===== src/rtl/rtc_set_arbiter_pkg.sv =====
// Shared types and limits for the RTC time-set arbiter.
// Package rtc_pkg: BCD time/field types, range limits and arbiter FSM states.
package rtc_pkg;

    // {hh[21:16], mm[15:8], ss[7:0]} in packed BCD
    typedef logic [21:0] bcd_time_t;

    // Field enables {hh, mm, ss}
    typedef logic [2:0]  field_valid_t;

    localparam logic [7:0]   SS_MAX    = 8'h59;
    localparam logic [7:0]   MM_MAX    = 8'h59;
    localparam logic [5:0]   HH_MAX    = 6'h23;
    localparam field_valid_t VALID_ALL = 3'b111;

    typedef enum logic {
        IDLE  = 1'b0,
        ARMED = 1'b1
    } arb_state_t;

endpackage


===== src/rtl/rtc_set_arbiter_bcd_check.sv =====
// rtc_bcd_check: combinational BCD range check of an hh:mm:ss time.
// Only fields whose enable bit is set are checked; an all-zero enable fails.
module rtc_bcd_check
    import rtc_pkg::*;
(
    input  bcd_time_t    i_time,
    input  field_valid_t i_valid,
    output logic         o_ok
);

    logic w_ss_ok;
    logic w_mm_ok;
    logic w_hh_ok;

    // Per-field digit range checks, then combine with the field enables
    always_comb begin
        w_ss_ok = (i_time[3:0]   <= 4'h9) && (i_time[7:4]   <= SS_MAX[7:4]);
        w_mm_ok = (i_time[11:8]  <= 4'h9) && (i_time[15:12] <= MM_MAX[7:4]);
        w_hh_ok = (i_time[19:16] <= 4'h9) && (i_time[21:16] <= HH_MAX);
        o_ok    = (i_valid != 3'b000)
                  && (!i_valid[0] || w_ss_ok)
                  && (!i_valid[1] || w_mm_ok)
                  && (!i_valid[2] || w_hh_ok);
    end

endmodule


===== src/rtl/rtc_set_arbiter.sv =====
// rtc_set_arbiter: shares the RTC time-set port between the host and GPS sync.
// Host writes go out one clock after the request is sampled; GPS times are held
// and written on the next PPS so they land on a second boundary.
// Optional feature macro: RTCARB_TIMEOUT_EN (GPS wait-for-PPS timeout).
//
//   state | meaning
//   ------+-------------------------------------------------------------
//   IDLE  | no GPS time held; host requests served directly
//   ARMED | GPS time held, waiting for PPS; host served on non-PPS clocks
module rtc_set_arbiter
   import rtc_pkg::*;
#(
   parameter int                    LGTIMEOUT    = 27,
   parameter logic [LGTIMEOUT-1:0]  TIMEOUT_CLKS = 27'd100_000_000
)
(
   input  logic          i_clk,
   input  logic          i_reset,
   input  logic          i_pps,
   input  logic          i_host_req,
   input  bcd_time_t     i_host_data,
   input  field_valid_t  i_host_valid,
   output logic          o_host_ack,
   output logic          o_host_err,
   input  logic          i_gps_req,
   input  bcd_time_t     i_gps_data,
   output logic          o_gps_ack,
   output logic          o_gps_err,
   output logic          o_wr,
   output bcd_time_t     o_data,
   output field_valid_t  o_valid,
   output logic          o_gps_pending
);

   arb_state_t   r_state, w_state_nxt;
   bcd_time_t    r_hold, w_hold_nxt;
   logic         r_wr, w_wr_nxt;
   bcd_time_t    r_data, w_data_nxt;
   field_valid_t r_valid, w_valid_nxt;
   logic         r_host_ack, w_host_ack_nxt;
   logic         r_host_err, w_host_err_nxt;
   logic         r_gps_ack, w_gps_ack_nxt;
   logic         r_gps_err, w_gps_err_nxt;
   logic         r_pending;

   logic         w_host_ok;
   logic         w_gps_ok;
   logic         w_host_take;
   logic         w_gps_take;
   logic         w_host_serve;

   rtc_bcd_check u_host_check (
      .i_time  (i_host_data),
      .i_valid (i_host_valid),
      .o_ok    (w_host_ok)
   );

   rtc_bcd_check u_gps_check (
      .i_time  (i_gps_data),
      .i_valid (VALID_ALL),
      .o_ok    (w_gps_ok)
   );

   // A request whose ack is on the outputs this clock has already been served;
   // masking it stops a still-held req from producing a second ack.
   assign w_host_take = i_host_req && !r_host_ack;
   assign w_gps_take  = i_gps_req  && !r_gps_ack;

`ifdef RTCARB_TIMEOUT_EN
   localparam logic [LGTIMEOUT-1:0] TC_LAST = TIMEOUT_CLKS - 1'b1;

   logic [LGTIMEOUT-1:0] r_cnt;

   // Clocks spent in ARMED; held at zero in IDLE so every ARMED entry starts fresh
   always_ff @(posedge i_clk or posedge i_reset) begin
      if (i_reset)
         r_cnt <= '0;
      else if (r_state == IDLE)
         r_cnt <= '0;
      else
         r_cnt <= r_cnt + 1'b1;
   end
`endif

   // Next-state and next-output decode
   always_comb begin
      w_state_nxt    = r_state;
      w_hold_nxt     = r_hold;
      w_wr_nxt       = 1'b0;
      w_data_nxt     = '0;
      w_valid_nxt    = '0;
      w_host_ack_nxt = 1'b0;
      w_host_err_nxt = 1'b0;
      w_gps_ack_nxt  = 1'b0;
      w_gps_err_nxt  = 1'b0;
      w_host_serve   = 1'b0;

      case (r_state)
         IDLE: begin
            if (w_gps_take) begin
               if (w_gps_ok) begin
                  w_hold_nxt  = i_gps_data;
                  w_state_nxt = ARMED;
               end else begin
                  w_gps_ack_nxt = 1'b1;
                  w_gps_err_nxt = 1'b1;
               end
            end else begin
               w_host_serve = w_host_take;
            end
         end
         ARMED: begin
            if (!i_gps_req) begin
               // requester withdrew: abandon the held time quietly
               w_state_nxt  = IDLE;
               w_host_serve = w_host_take;
            end else if (i_pps) begin
               w_wr_nxt      = 1'b1;
               w_data_nxt    = r_hold;
               w_valid_nxt   = VALID_ALL;
               w_gps_ack_nxt = 1'b1;
               w_state_nxt   = IDLE;
            end else begin
`ifdef RTCARB_TIMEOUT_EN
               if (r_cnt == TC_LAST) begin
                  w_gps_ack_nxt = 1'b1;
                  w_gps_err_nxt = 1'b1;
                  w_state_nxt   = IDLE;
               end
`endif
               w_host_serve = w_host_take;
            end
         end
      endcase

      if (w_host_serve) begin
         w_host_ack_nxt = 1'b1;
         if (w_host_ok) begin
            w_wr_nxt    = 1'b1;
            w_data_nxt  = i_host_data;
            w_valid_nxt = i_host_valid;
         end else begin
            w_host_err_nxt = 1'b1;
         end
      end
   end

   // State, holding register and registered outputs
   always_ff @(posedge i_clk or posedge i_reset) begin
      if (i_reset) begin
         r_state    <= IDLE;
         r_hold     <= '0;
         r_wr       <= 1'b0;
         r_data     <= '0;
         r_valid    <= '0;
         r_host_ack <= 1'b0;
         r_host_err <= 1'b0;
         r_gps_ack  <= 1'b0;
         r_gps_err  <= 1'b0;
         r_pending  <= 1'b0;
      end else begin
         r_state    <= w_state_nxt;
         r_hold     <= w_hold_nxt;
         r_wr       <= w_wr_nxt;
         r_data     <= w_data_nxt;
         r_valid    <= w_valid_nxt;
         r_host_ack <= w_host_ack_nxt;
         r_host_err <= w_host_err_nxt;
         r_gps_ack  <= w_gps_ack_nxt;
         r_gps_err  <= w_gps_err_nxt;
         r_pending  <= (w_state_nxt == ARMED);
      end
   end

   assign o_wr          = r_wr;
   assign o_data        = r_data;
   assign o_valid       = r_valid;
   assign o_host_ack    = r_host_ack;
   assign o_host_err    = r_host_err;
   assign o_gps_ack     = r_gps_ack;
   assign o_gps_err     = r_gps_err;
   assign o_gps_pending = r_pending;

endmodule

===== config.mk =====
export PLATFORM = sky130hd
export DESIGN_NAME = rtc_set_arbiter
export DESIGN_NICKNAME = d
export VERILOG_FILES = /design/src/rtl/rtc_set_arbiter_pkg.sv /design/src/rtl/rtc_set_arbiter_bcd_check.sv /design/src/rtl/rtc_set_arbiter.sv
export SDC_FILE = /design/constraint.sdc
export NUM_CORES = 1
export LEC_CHECK = 0
export BUFFER_PORTS_ARGS = -buffer_cell sky130_fd_sc_hd__buf_2
export CAP_MARGIN = 20
export CORE_ASPECT_RATIO = 1.4
export CORE_MARGIN = 2
export CORE_UTILIZATION = 38
export CTS_CLUSTER_DIAMETER = 40
export CTS_CLUSTER_SIZE = 10
export DETAILED_ROUTE_END_ITERATION = 10
export PLACE_DENSITY = 0.73
export RECOVER_POWER = 25
export SETUP_SLACK_MARGIN = 0.5
export SLEW_MARGIN = 20
export SYNTH_ARGS = -nofsm -noshare
export SYNTH_HDL_FRONTEND = slang
export SYNTH_SLANG_ARGS = --single-unit

===== constraint.sdc =====
create_clock -name i_clk -period 3 [get_ports i_clk]
set_input_delay 0.45 -clock i_clk [delete_from_list [all_inputs] [get_ports i_clk]]
set_output_delay 0.45 -clock i_clk [all_outputs]
set_load 0.01 [all_outputs]

==> results of run 1 <==
[logic make-up after synthesis]
family	share of synthesized area
simple gates	0.1472
flops	0.5802
compound gates	0.1122
mux	0.1264
buf+inv	0.03393
[critical path, delay by kind of cell (launching register included)]
kind	cells	cell delay, ns
mux	1	0.35
flops	1	0.42
buf+inv	1	0.22
compound gates	1	0.50
simple gates	2	0.17
[power by group through the flow]
stage          Clock, mW  Combinational (mW)  Sequential, mW
4_1_cts            0.499               0.215           0.804
2_1_floorplan          0               0.130           0.814
3_5_place_dp           0               0.215           0.819
3_3_place_gp           0               0.208           0.816
5_1_grt            0.524               0.235           0.813
6_report           0.490               0.214           0.805
[stage by stage]
stage	cell area [µm²]	power [mW]
floorplan	2286	0.9443
global route	2858	1.572
detailed placement	2740	1.033
global placement	2740	1.024
CTS	2856	1.519
finish	2858	1.510
[worst paths after layout]
| check | to | slack [ns] | depth (start not counted) |
|---|---|---|---|
| min in group asynchronous | o_data[4] | 0.73 | 2 |
| min reg2reg | o_data[7] | 0.48 | 2 |
| max | r_hold[19] | 1.21 | 5 |
| min | o_gps_pending | 0.37 | 2 |
| max reg2reg | r_hold[19] | 1.21 | 5 |
| max in group asynchronous | o_gps_err | 1.26 | 2 |
[state kept, by name, summed over array words and instances (netlist names)]
name,cells
o_valid,3
o_gps_ack,1
o_host_err,1
o_host_ack,1
o_wr,1
o_data,22
r_hold,22
o_gps_pending,1
o_gps_err,1
[layout make-up]
| cell class | count | area, µm² | share of cell area |
|---|---|---|---|
| Inverter | 3 | 12.51 | 0.004378 |
| Multi-Input combinational cell | 127 | 882.1 | 0.3087 |
| Clock inverter | 1 | 30.03 | 0.01051 |
| Tap cell | 70 | 87.58 | 0.03065 |
| Sequential cell | 53 | 1326 | 0.4641 |
| Timing Repair Buffer | 85 | 432.9 | 0.1515 |
| Clock buffer | 7 | 86.33 | 0.03021 |
[placed cells by master (no fill, tap or decap), types with 2 or more instances in the layout]
| cell type | instances |
|---|---|
| buf_2 | 82 |
| dfrtp_1 | 53 |
| o21ai_0 | 28 |
| nand2_1 | 27 |
| nand4_1 | 24 |
| mux2_4 | 17 |
| clkbuf_8 | 6 |
| and2_1 | 4 |
| o31ai_1 | 3 |
| o21ai_1 | 3 |
| nand3_1 | 3 |
| mux2_2 | 3 |
| buf_4 | 3 |
| nor2_1 | 2 |
| inv_1 | 2 |
| a21oi_1 | 2 |
[routing by layer]
metal,share of wire,vias to the layer above,GRT usage,wire (µm)
li1,-,862,-,-
met1,0.38,875,0.1984,2138
met2,0.54,73,0.3157,3015
met3,0.062,13,0.03979,352
met4,0.023,0,0.07516,128
met5,0,-,0,0
==> results.rst, run 1 <==
.. list-table::
   :header-rows: 1

   * - Metric
     - Value
   * - Status
     - complete, but fails checks
   * - Violations in the final reports
     - max-capacitance violations, max-slew violations
   * - Endpoints failing hold
     - 0
   * - Half-perimeter wire length of the detailed placement result
     - around 4.3 mm
   * - Unrepaired setup endpoints after global routing
     - no
   * - Share of total power in sequential cells
     - 0.534
   * - Most used standard cells in the synthesized netlist
     - dfrtp_1, o21ai_0, nand2_1
   * - Maximum achievable frequency
     - approximately 560 MHz
   * - Critical-path cell with the highest stage delay
     - a211o_4
   * - Post-cts resize count
     - 0
   * - Switching Power
     - approximately 360 µW
   * - Top cell type's share of synthesized area
     - 0.5802
   * - Kind of capture point of the worst setup path
     - register
   * - Crit path largest cell delay
     - roughly 0.50 ns
   * - CTS tree
     - yes
   * - H-Tree Depth
     - 2
   * - Actual slew at the worst max-slew pin
     - roughly 2.2 ns
   * - Area of the die
     - about 0.0067 mm²
   * - Final Cycle Share
     - 0.5963
   * - Area Overhead vs Synth
     - 25.01%
   * - Maximum resistive drop on vdd
     - between 0.15 and 0.2 mV
   * - Top fanout value on the critical path
     - 28
   * - Grt total ovfl
     - 0
   * - Height of the die
     - ~96 µm
   * - Largest net degree at the start of global routing
     - 54
   * - Cell accounting for the most synthesized area
     - dfrtp_1
   * - Routed wire length per instance
     - between 15 and 20 µm
   * - Initial Utilization
     - 0.3926
   * - Cell count after synthesis
     - 196
   * - Total placed cells including tap cells
     - ~340
   * - Buffer levels on the longest clock path
     - 2
   * - Wire length of the first global-routing pass
     - 8.894 mm
   * - Switching part of the total power
     - 0.2355
   * - Final clock skew
     - between 0.005 and 0.006 ns
   * - Clock slew at reported path FFs
     - roughly 0.09 ns
   * - Net count of the mapped netlist
     - roughly 250
   * - Max cap viols
     - 1
   * - CTS Root Buffer Type
     - clkbuf_8
   * - Clock share of power
     - 0.325
   * - Portion of total power attributed to combinational logic
     - 0.142
   * - Number of buffers created by CTS
     - 5
   * - Number of detailed-routing iterations run before antenna repair
     - 5
   * - Worst slack at placement
     - about 0.90 ns
   * - Average vias per placed instance
     - 5.269
   * - Static leakage
     - 1.502 nW
   * - Setup Crit Path Kind
     - reg -> reg
   * - Post-Synthesis Mean Instance Area
     - 11.66 µm²
   * - Min-Delay Path Class
     - in -> reg
   * - Clock network latency to the later pin of the worst-skew pair
     - approximately 0.30 ns
   * - Worst setup path startpoint
     - o_gps_pending
   * - Min-Delay Startpoint
     - i_pps
   * - Layout filler cell count
     - 539
   * - Worst endpoint required time
     - between 3 and 4 ns
   * - Initial antenna violation count
     - 0
   * - Cell types occupying the most area after synthesis
     - dfrtp_1, mux2_4, nand4_1
   * - Number of warnings printed during yosys synthesis
     - 0
   * - Sequential cell area fraction in the yosys report
     - 0.5802
   * - Number of antenna cells inserted
     - 0
   * - Via count of the first global-routing pass
     - around 1800
   * - Final Setup Violations
     - 0
   * - Fin crit period
     - 1.789 ns
   * - Final slew viol count
     - 54
   * - Main flop type after synthesis
     - dfrtp_1
   * - TritonCTS sink count
     - 53
   * - Remaining antenna violation count after routing
     - 0
   * - Count of state elements after synthesis
     - 53
   * - Count of buffers inserted at the top-level ports
     - between 80 and 90
   * - Num ports
     - a little over 80
   * - Most common cell in the synthesized netlist
     - dfrtp_1
   * - Power density over the cells
     - 528.2 mW/mm²
   * - Non-filler cells in the finished layout
     - around 350
   * - Standard cell core area
     - 0.005822 mm²
   * - Total via count after detailed routing
     - between 1500 and 2000
   * - Die boundary width
     - 69.55 µm
   * - Num rows
     - 33
   * - CP Cell Sequence
     - nor2_1 -> nand2_1 -> buf_4 -> a211o_4 -> mux2_4
   * - Worst hold slack
     - roughly 0.37 ns
   * - Layout cell share with drive strength beyond 1
     - 0.4275
   * - Number of buffers inserted by post-CTS setup repair
     - 0
   * - PnR worst setup slack
     - between 1 and 1.5 ns
   * - Internal power of the cells
     - ~1.2 mW
   * - Placer congestion estimate
     - around 0.76
   * - Starting DRC count in detailed routing
     - approximately 110
   * - Total of hold buffers inserted after clock tree synthesis
     - 0
   * - Number of design rule violations left after detail routing
     - 0
   * - Number of flops mapped to enable cells by yosys
     - 0
   * - Mapped Area
     - approximately 0.0023 mm²
   * - Startpoint types
     - register
   * - Synth unique cells
     - 27
   * - Total Negative Setup Slacks
     - 0 ns
   * - Startpoint of the worst-slack reg-to-reg timing path
     - o_gps_pending
   * - Arr. time, crit path
     - 1.99 ns
   * - Global-route total usage across every layer
     - 0.1745
   * - Final core occ
     - 0.4909
   * - Post-synthesis async set-or-reset flop share
     - 1.000
   * - Net count, final
     - ~330
   * - Total Routed Length
     - 5.633 mm
   * - Worst rel slew slack
     - -0.4955
No activity file was read; power rests on OpenSTA's default activity.
==> run 2, diff against run 1 <==
--- a/config.mk
+++ b/config.mk
@@ -5,6 +5,7 @@
 export SDC_FILE = /design/constraint.sdc
 export NUM_CORES = 1
 export LEC_CHECK = 0
+export ABC_AREA = 1
 export BUFFER_PORTS_ARGS = -buffer_cell sky130_fd_sc_hd__buf_2
 export CAP_MARGIN = 20
 export CORE_ASPECT_RATIO = 1.4
@@ -13,7 +14,7 @@
 export CTS_CLUSTER_DIAMETER = 40
 export CTS_CLUSTER_SIZE = 10
 export DETAILED_ROUTE_END_ITERATION = 10
-export PLACE_DENSITY = 0.73
+export PLACE_DENSITY = 0.76
 export RECOVER_POWER = 25
 export SETUP_SLACK_MARGIN = 0.5
 export SLEW_MARGIN = 20
==> constraint.sdc (replaced) <==
create_clock -name i_clk -period 1.55 [get_ports i_clk]
set_input_delay 0.2325 -clock i_clk [delete_from_list [all_inputs] [get_ports i_clk]]
set_output_delay 0.2325 -clock i_clk [all_outputs]
set_load 0.01 [all_outputs]
==> results.rst, run 2 <==
.. list-table::
   :header-rows: 1

   * - Metric
     - Value
   * - Status
     - completed
   * - Top fanout value on the critical path
     - 16
   * - Grt total ovfl
     - 0
   * - Cell count after synthesis
     - 248
   * - Starting DRC count in detailed routing
     - roughly 110
   * - Total via count after detailed routing
     - between 1500 and 2000
   * - Half-perimeter wire length of the detailed placement result
     - roughly 4.2 mm
   * - CTS tree
     - yes
   * - Global-route total usage across every layer
     - 0.1834
   * - Total Routed Length
     - 5.498 mm
   * - Static leakage
     - 1.723 nW
   * - Number of antenna cells inserted
     - 0
   * - Routed wire length per instance
     - 13.34 µm
   * - Num ports
     - 83
   * - Arr. time, crit path
     - ~1.6 ns
   * - Count of buffers inserted at the top-level ports
     - 82
   * - Standard cell core area
     - between 0.005 and 0.006 mm²
   * - Fin crit period
     - roughly 1.3 ns
   * - Clock slew at reported path FFs
     - roughly 0.09 ns
   * - Sequential cell area fraction in the yosys report
     - 0.5955
   * - Post-Synthesis Mean Instance Area
     - between 8 and 9 µm²
   * - Max cap viols
     - 0
   * - H-Tree Depth
     - 2
   * - TritonCTS sink count
     - 53
   * - Worst hold slack
     - about 0.076 ns
   * - Placer congestion estimate
     - around 0.88
   * - Cell types occupying the most area after synthesis
     - dfrtp_1, nand2_1, nand3_1
   * - Unrepaired setup endpoints after global routing
     - yes
   * - Most used cells in the layout excluding fill and tap cells
     - nand2_1, buf_2, dfrtp_1, nand3_2, inv_1
   * - Initial Utilization
     - 0.3853
   * - Area of the die
     - ~0.0065 mm²
   * - Net count of the mapped netlist
     - 300
   * - Post-synthesis async set-or-reset flop share
     - 1.000
   * - Actual slew at the worst max-slew pin
     - roughly 0.97 ns
   * - Via count of the first global-routing pass
     - approximately 1900
   * - Worst slack at placement
     - -0.04085 ns
   * - CTS Root Buffer Type
     - clkbuf_8
   * - Most common cell in the synthesized netlist
     - nand2_1
   * - Min-Delay Path Class
     - in -> async
   * - Synth unique cells
     - 19
   * - Cell accounting for the most synthesized area
     - dfrtp_1
   * - Final core occ
     - 0.5312
   * - Number of flops mapped to enable cells by yosys
     - 0
   * - Worst rel slew slack
     - 0.3516
   * - Area Overhead vs Synth
     - 37.86%
   * - Final Cycle Share
     - 0.8548
   * - Commonest non-fill, non-tap cell in the layout
     - nand2_1
   * - Height of the die
     - about 95 µm
   * - Count of state elements after synthesis
     - 53
   * - Most used standard cells in the synthesized netlist
     - nand2_1, dfrtp_1, nand3_1
   * - Largest net degree at the start of global routing
     - 25
   * - Final slew viol count
     - 0
   * - Worst endpoint required time
     - approximately 1.8 ns
   * - Final Setup Violations
     - 0
   * - Remaining antenna violation count after routing
     - 0
   * - Number of detailed-routing iterations run before antenna repair
     - 4
   * - Number of design rule violations left after detail routing
     - 0
   * - Wire length of the first global-routing pass
     - between 8 and 9 mm
   * - PnR worst setup slack
     - between 0.2 and 0.25 ns
   * - Setup Crit Path Kind
     - reg -> reg
   * - Mapped Area
     - 0.002227 mm²
   * - Maximum resistive drop on vdd
     - approximately 0.42 mV
   * - Main flop type after synthesis
     - dfrtp_1
   * - Power density over the cells
     - roughly 920 mW/mm²
   * - Num rows
     - 33
   * - Number of warnings printed during yosys synthesis
     - 0
   * - Die boundary width
     - 68.70 µm
   * - Top cell type's share of synthesized area
     - 0.5955
   * - Final clock skew
     - around 0.0064 ns
   * - Maximum achievable frequency
     - 754.8 MHz
   * - Buffer levels on the longest clock path
     - 2
   * - Net count, final
     - 393
   * - Clock network latency to the later pin of the worst-skew pair
     - 0.31 ns
   * - Number of buffers created by CTS
     - 5
   * - Startpoint types
     - register
   * - Kind of capture point of the worst setup path
     - register
   * - Endpoints failing hold
     - 0
   * - Layout cell share with drive strength beyond 1
     - 0.4181
   * - Initial antenna violation count
     - 0
   * - Average vias per placed instance
     - roughly 4.6
[run 2: worst max-delay path: stages, from the launching register on]
cell	delay, ns
dfrtp_2	0.45
nand2_2	0.11
nor2_4	0.05
nor3_4	0.27
buf_12	0.20
nand3_1	0.08
o21ai_0	0.08
[run 2: cells by family after synthesis]
kind of cell / count (synthesis) / share of synthesized area
flops: 53 / 0.5955
buf+inv: 32 / 0.06854
simple gates: 136 / 0.2652
compound gates: 27 / 0.07078
[run 2: cell type report]
class,instances,area [µm²]
fill,560,2710
sequential,53,1328
multi-input combinational,163,868.3
timing repair buffer,96,598.1
clock buffer,7,96.34
inverter,22,87.58
tap,70,87.58
clock inverter,1,5.005
[run 2: power breakdown]
| part | internal (mW) | leakage, nW | total [mW] | switching (mW) |
|---|---|---|---|---|
| Combinational | 0.187 | 0.965 | 0.440 | 0.253 |
| Sequential | 1.50 | 0.704 | 1.56 | 0.0570 |
| Clock | 0.404 | 0.0542 | 0.838 | 0.434 |
| Total | 2.09 | 1.72 | 2.84 | 0.744 |
[run 2: final timing paths]
path | start | end | slack [ns] | cells after the start
setup reg to reg | o_gps_pending | o_data[14] | 0.23 | 6
hold reg to reg | r_hold[11] | o_data[11] | 0.48 | 2
min in group i_clk | i_gps_data[12] | r_hold[12] | 0.12 | 3
hold / removal | i_reset | r_hold[13] | 0.08 | 2
max in group asynchronous | i_reset | o_data[0] | 0.49 | 3
setup / recovery | o_gps_pending | o_data[14] | 0.23 | 6
[run 2: through the flow]
| stage | cells | power (mW) | cell area [µm²] | setup TNS [ns] |
|---|---|---|---|---|
| floorplan | 248 | 1.825 | 2352 | 0 |
| global placement | 400 | 2.000 | 2900 | 0 |
| detailed placement | 400 | 2.017 | 2900 | -0.2949 |
| CTS | 410 | 2.854 | 3033 | 0 |
| global route | 412 | 2.980 | 3070 | 0 |
| finish | 412 | 2.839 | 3070 | 0 |
[run 2: metal layers]
layer	part of all wire	track usage
met2	0.52	0.3149
met4	0.034	0.09804
met1	0.40	0.2071
met5	0	0
met3	0.045	0.03814
[run 2: what timing repair did]
| item | 4_1_cts | 5_1_grt |
|---|---|---|
| gates cloned | 0 | 0 |
| pin swaps | 4 | 7 |
| buffers inserted | 2 | 1 |
| resized for setup | 5 | 10 |
| endpoints found under the hold margin | 22 | 2 |
| endpoints found under the setup margin | 66 | 83 |
==> run 3, diff against run 2 <==
--- a/config.mk
+++ b/config.mk
@@ -9,12 +9,11 @@
 export BUFFER_PORTS_ARGS = -buffer_cell sky130_fd_sc_hd__buf_2
 export CAP_MARGIN = 20
 export CORE_ASPECT_RATIO = 1.4
-export CORE_MARGIN = 2
-export CORE_UTILIZATION = 38
-export CTS_CLUSTER_DIAMETER = 40
+export CORE_MARGIN = 1
+export CORE_UTILIZATION = 25
 export CTS_CLUSTER_SIZE = 10
 export DETAILED_ROUTE_END_ITERATION = 10
-export PLACE_DENSITY = 0.76
+export PLACE_DENSITY = 0.57
 export RECOVER_POWER = 25
 export SETUP_SLACK_MARGIN = 0.5
 export SLEW_MARGIN = 20
==> results.rst, run 3 (synthesis results as in run 2) <==
.. list-table::
   :header-rows: 1

   * - Metric
     - Value
   * - Status
     - completed
   * - Starting DRC count in detailed routing
     - between 60 and 70
   * - Commonest non-fill, non-tap cell in the layout
     - nand2_1
   * - Clock share of power
     - 0.339
   * - Layout filler cell count
     - 883
   * - Internal power of the cells
     - approximately 2.3 mW
   * - Kind of capture point of the worst setup path
     - register
   * - Placer congestion estimate
     - roughly 0.78
   * - Worst endpoint required time
     - between 1.5 and 2 ns
   * - Power density over the cells
     - roughly 930 mW/mm²
   * - Initial antenna violation count
     - 1
   * - Final clock skew
     - ~0.0036 ns
   * - Setup Crit Path Kind
     - reg -> reg
   * - Die boundary width
     - about 82 µm
   * - GR met3 Demand/Resource
     - 0.02960
   * - Startpoint types
     - register
   * - Reg-to-reg slack, setup
     - roughly 0.21 ns
   * - Total Negative Setup Slacks
     - 0 ns
   * - Top fanout value on the critical path
     - 6
   * - Area of the die
     - between 0.009 and 0.01 mm²
   * - Power, Total
     - around 3.1 mW
   * - Most used cells in the layout excluding fill and tap cells
     - nand2_1, buf_2, dfrtp_1, nand3_2, inv_1
   * - Maximum resistive drop on vdd
     - just under 0.5 mV
   * - Final slew viol count
     - 0
   * - Global-route total usage across every layer
     - 0.1429
   * - Startpoint of the worst-slack reg-to-reg timing path
     - o_gps_ack
   * - Met2 GRT Util
     - 0.2430
   * - Average vias per placed instance
     - 4.279
   * - Initial Utilization
     - 0.2587
   * - Clock slew at reported path FFs
     - 0.07 ns
   * - Switching Power
     - between 800 and 900 µW
   * - Number of detailed-routing iterations run before antenna repair
     - 4
   * - Total via count after detailed routing
     - roughly 2000
   * - Num rows
     - 40
   * - Height of the die
     - between 100 and 150 µm
   * - Crit path largest cell delay
     - between 0.4 and 0.5 ns
   * - Share of total power in sequential cells
     - 0.497
   * - H-Tree Depth
     - 2
   * - Destination of the worst register-to-register timing path
     - o_data[17]
   * - Unrepaired setup endpoints after global routing
     - yes
   * - TritonCTS sink count
     - 53
   * - Critical-path cell with the highest stage delay
     - dfrtp_1
   * - Largest net degree at the start of global routing
     - 24
   * - Number of buffers created by CTS
     - 5
   * - Fin crit period
     - about 1.3 ns
   * - Grt total ovfl
     - 0
   * - Worst rel slew slack
     - 0.4636
   * - Routed wire length per instance
     - 13.69 µm
   * - Min-Delay Path Class
     - in -> async
   * - Arr. time, crit path
     - 1.52 ns
   * - Half-perimeter wire length of the detailed placement result
     - approximately 4.7 mm
   * - Maximum achievable frequency
     - 745.6 MHz
   * - CTS Root Buffer Type
     - clkbuf_16
   * - Number of design rule violations left after detail routing
     - 0
   * - Most Crowded Layer GR
     - met2
   * - Standard cell core area
     - 0.008608 mm²
   * - Met1 usage in global routing
     - 0.1672
   * - Final Cycle Share
     - 0.8653
   * - Via count of the first global-routing pass
     - 1960
   * - Actual slew at the worst max-slew pin
     - about 0.80 ns
   * - Portion of total power attributed to combinational logic
     - 0.164
   * - Final Instance Area
     - approximately 0.0034 mm²
   * - Remaining antenna violation count after routing
     - 0
   * - Static leakage
     - roughly 1.8 nW
   * - CP Cell Sequence
     - nor3_4 -> buf_6 -> nor3_4 -> buf_6 -> buf_8 -> nand3_2 -> o21ai_1
   * - Placed Instance Area
     - approximately 0.0029 mm²
   * - Buffer levels on the longest clock path
     - 2
   * - Final Setup Violations
     - 0
   * - CTS tree
     - yes
   * - Area Overhead vs Synth
     - 51.35%
   * - Total Routed Length
     - between 6 and 7 mm
   * - Layout cell share with drive strength beyond 1
     - 0.4759
   * - Switching part of the total power
     - 0.2616
   * - Count of buffers inserted at the top-level ports
     - 82
   * - Clock network latency to the later pin of the worst-skew pair
     - ~0.29 ns
   * - Wire length of the first global-routing pass
     - between 9 and 10 mm
   * - Endpoints failing hold
     - 0
   * - Max cap viols
     - 0
   * - Path depth of the worst reg2reg path
     - 7
   * - Num ports
     - 83
   * - Net count, final
     - around 410
-- run 3: power groups by stage --
stage | Sequential (mW) | Combinational [mW] | Clock, mW
after floorplan | 1.59 | 0.239 | 0
after global placement | 1.58 | 0.428 | 0
after detailed placement | 1.58 | 0.436 | 0
after CTS | 1.56 | 0.459 | 1.09
after global routing | 1.58 | 0.577 | 1.14
final | 1.56 | 0.515 | 1.07
-- run 3: worst max-delay path by stage --
stage | startpoint | depth (start not counted) | to
floorplan | o_gps_ack | 5 | r_hold[16]
global placement | i_gps_data[18] | 8 | r_hold[16]
detailed placement | i_gps_data[18] | 8 | r_hold[0]
CTS | o_gps_pending | 7 | o_data[16]
global route | o_gps_ack | 7 | o_data[17]
finish | o_gps_ack | 7 | o_data[17]
-- run 3: cell type report --
cell class | instances | area [µm²] | area share
multi-input cells | 163 | 940.9 | 0.2791
repair buffers | 108 | 747.0 | 0.2216
well taps | 105 | 131.4 | 0.03898
diodes | 1 | 2.502 | 0.0007424
flip-flops and latches | 53 | 1328 | 0.3938
clock inverters | 1 | 5.005 | 0.001485
clock buffers | 6 | 128.9 | 0.03823
inverters | 22 | 87.58 | 0.02598
-- run 3: per-layer routing --
metal  up-vias  wire length (µm)
li1        986                 -
met1       930              2460
met2        41              3438
met3         7               248
met4         0               139
met5         -                 0
-- run 3: critical path, delay by kind of cell (launching register included) --
| family | cells | cell delay [ns] |
|---|---|---|
| flip-flops | 1 | 0.41 |
| AO/OA/AOI/OAI | 1 | 0.06 |
| AND/OR/NAND/NOR | 3 | 0.33 |
| buffers and inverters | 3 | 0.42 |
-- run 3: what timing repair did --
action | CTS | global route
resized for setup | 11 | 39
buffers inserted | 3 | 6
gates cloned | 1 | 2
endpoints found under the setup margin | 56 | 66
pin swaps | 3 | 16
endpoints found under the hold margin | 16 | 16
-- run 3: through the flow --
stage	hold slack (ns)	setup slack (ns)	utilization	instances
floorplan	0.2939	0.2863	-	248
global placement	0.2548	0.01605	0.3426	439
detailed placement	0.2678	0.004558	0.3426	439
CTS	-0.04870	0.2416	0.3656	450
global route	0.1066	0.1408	0.3916	459
finish	0.04070	0.2089	0.3916	459
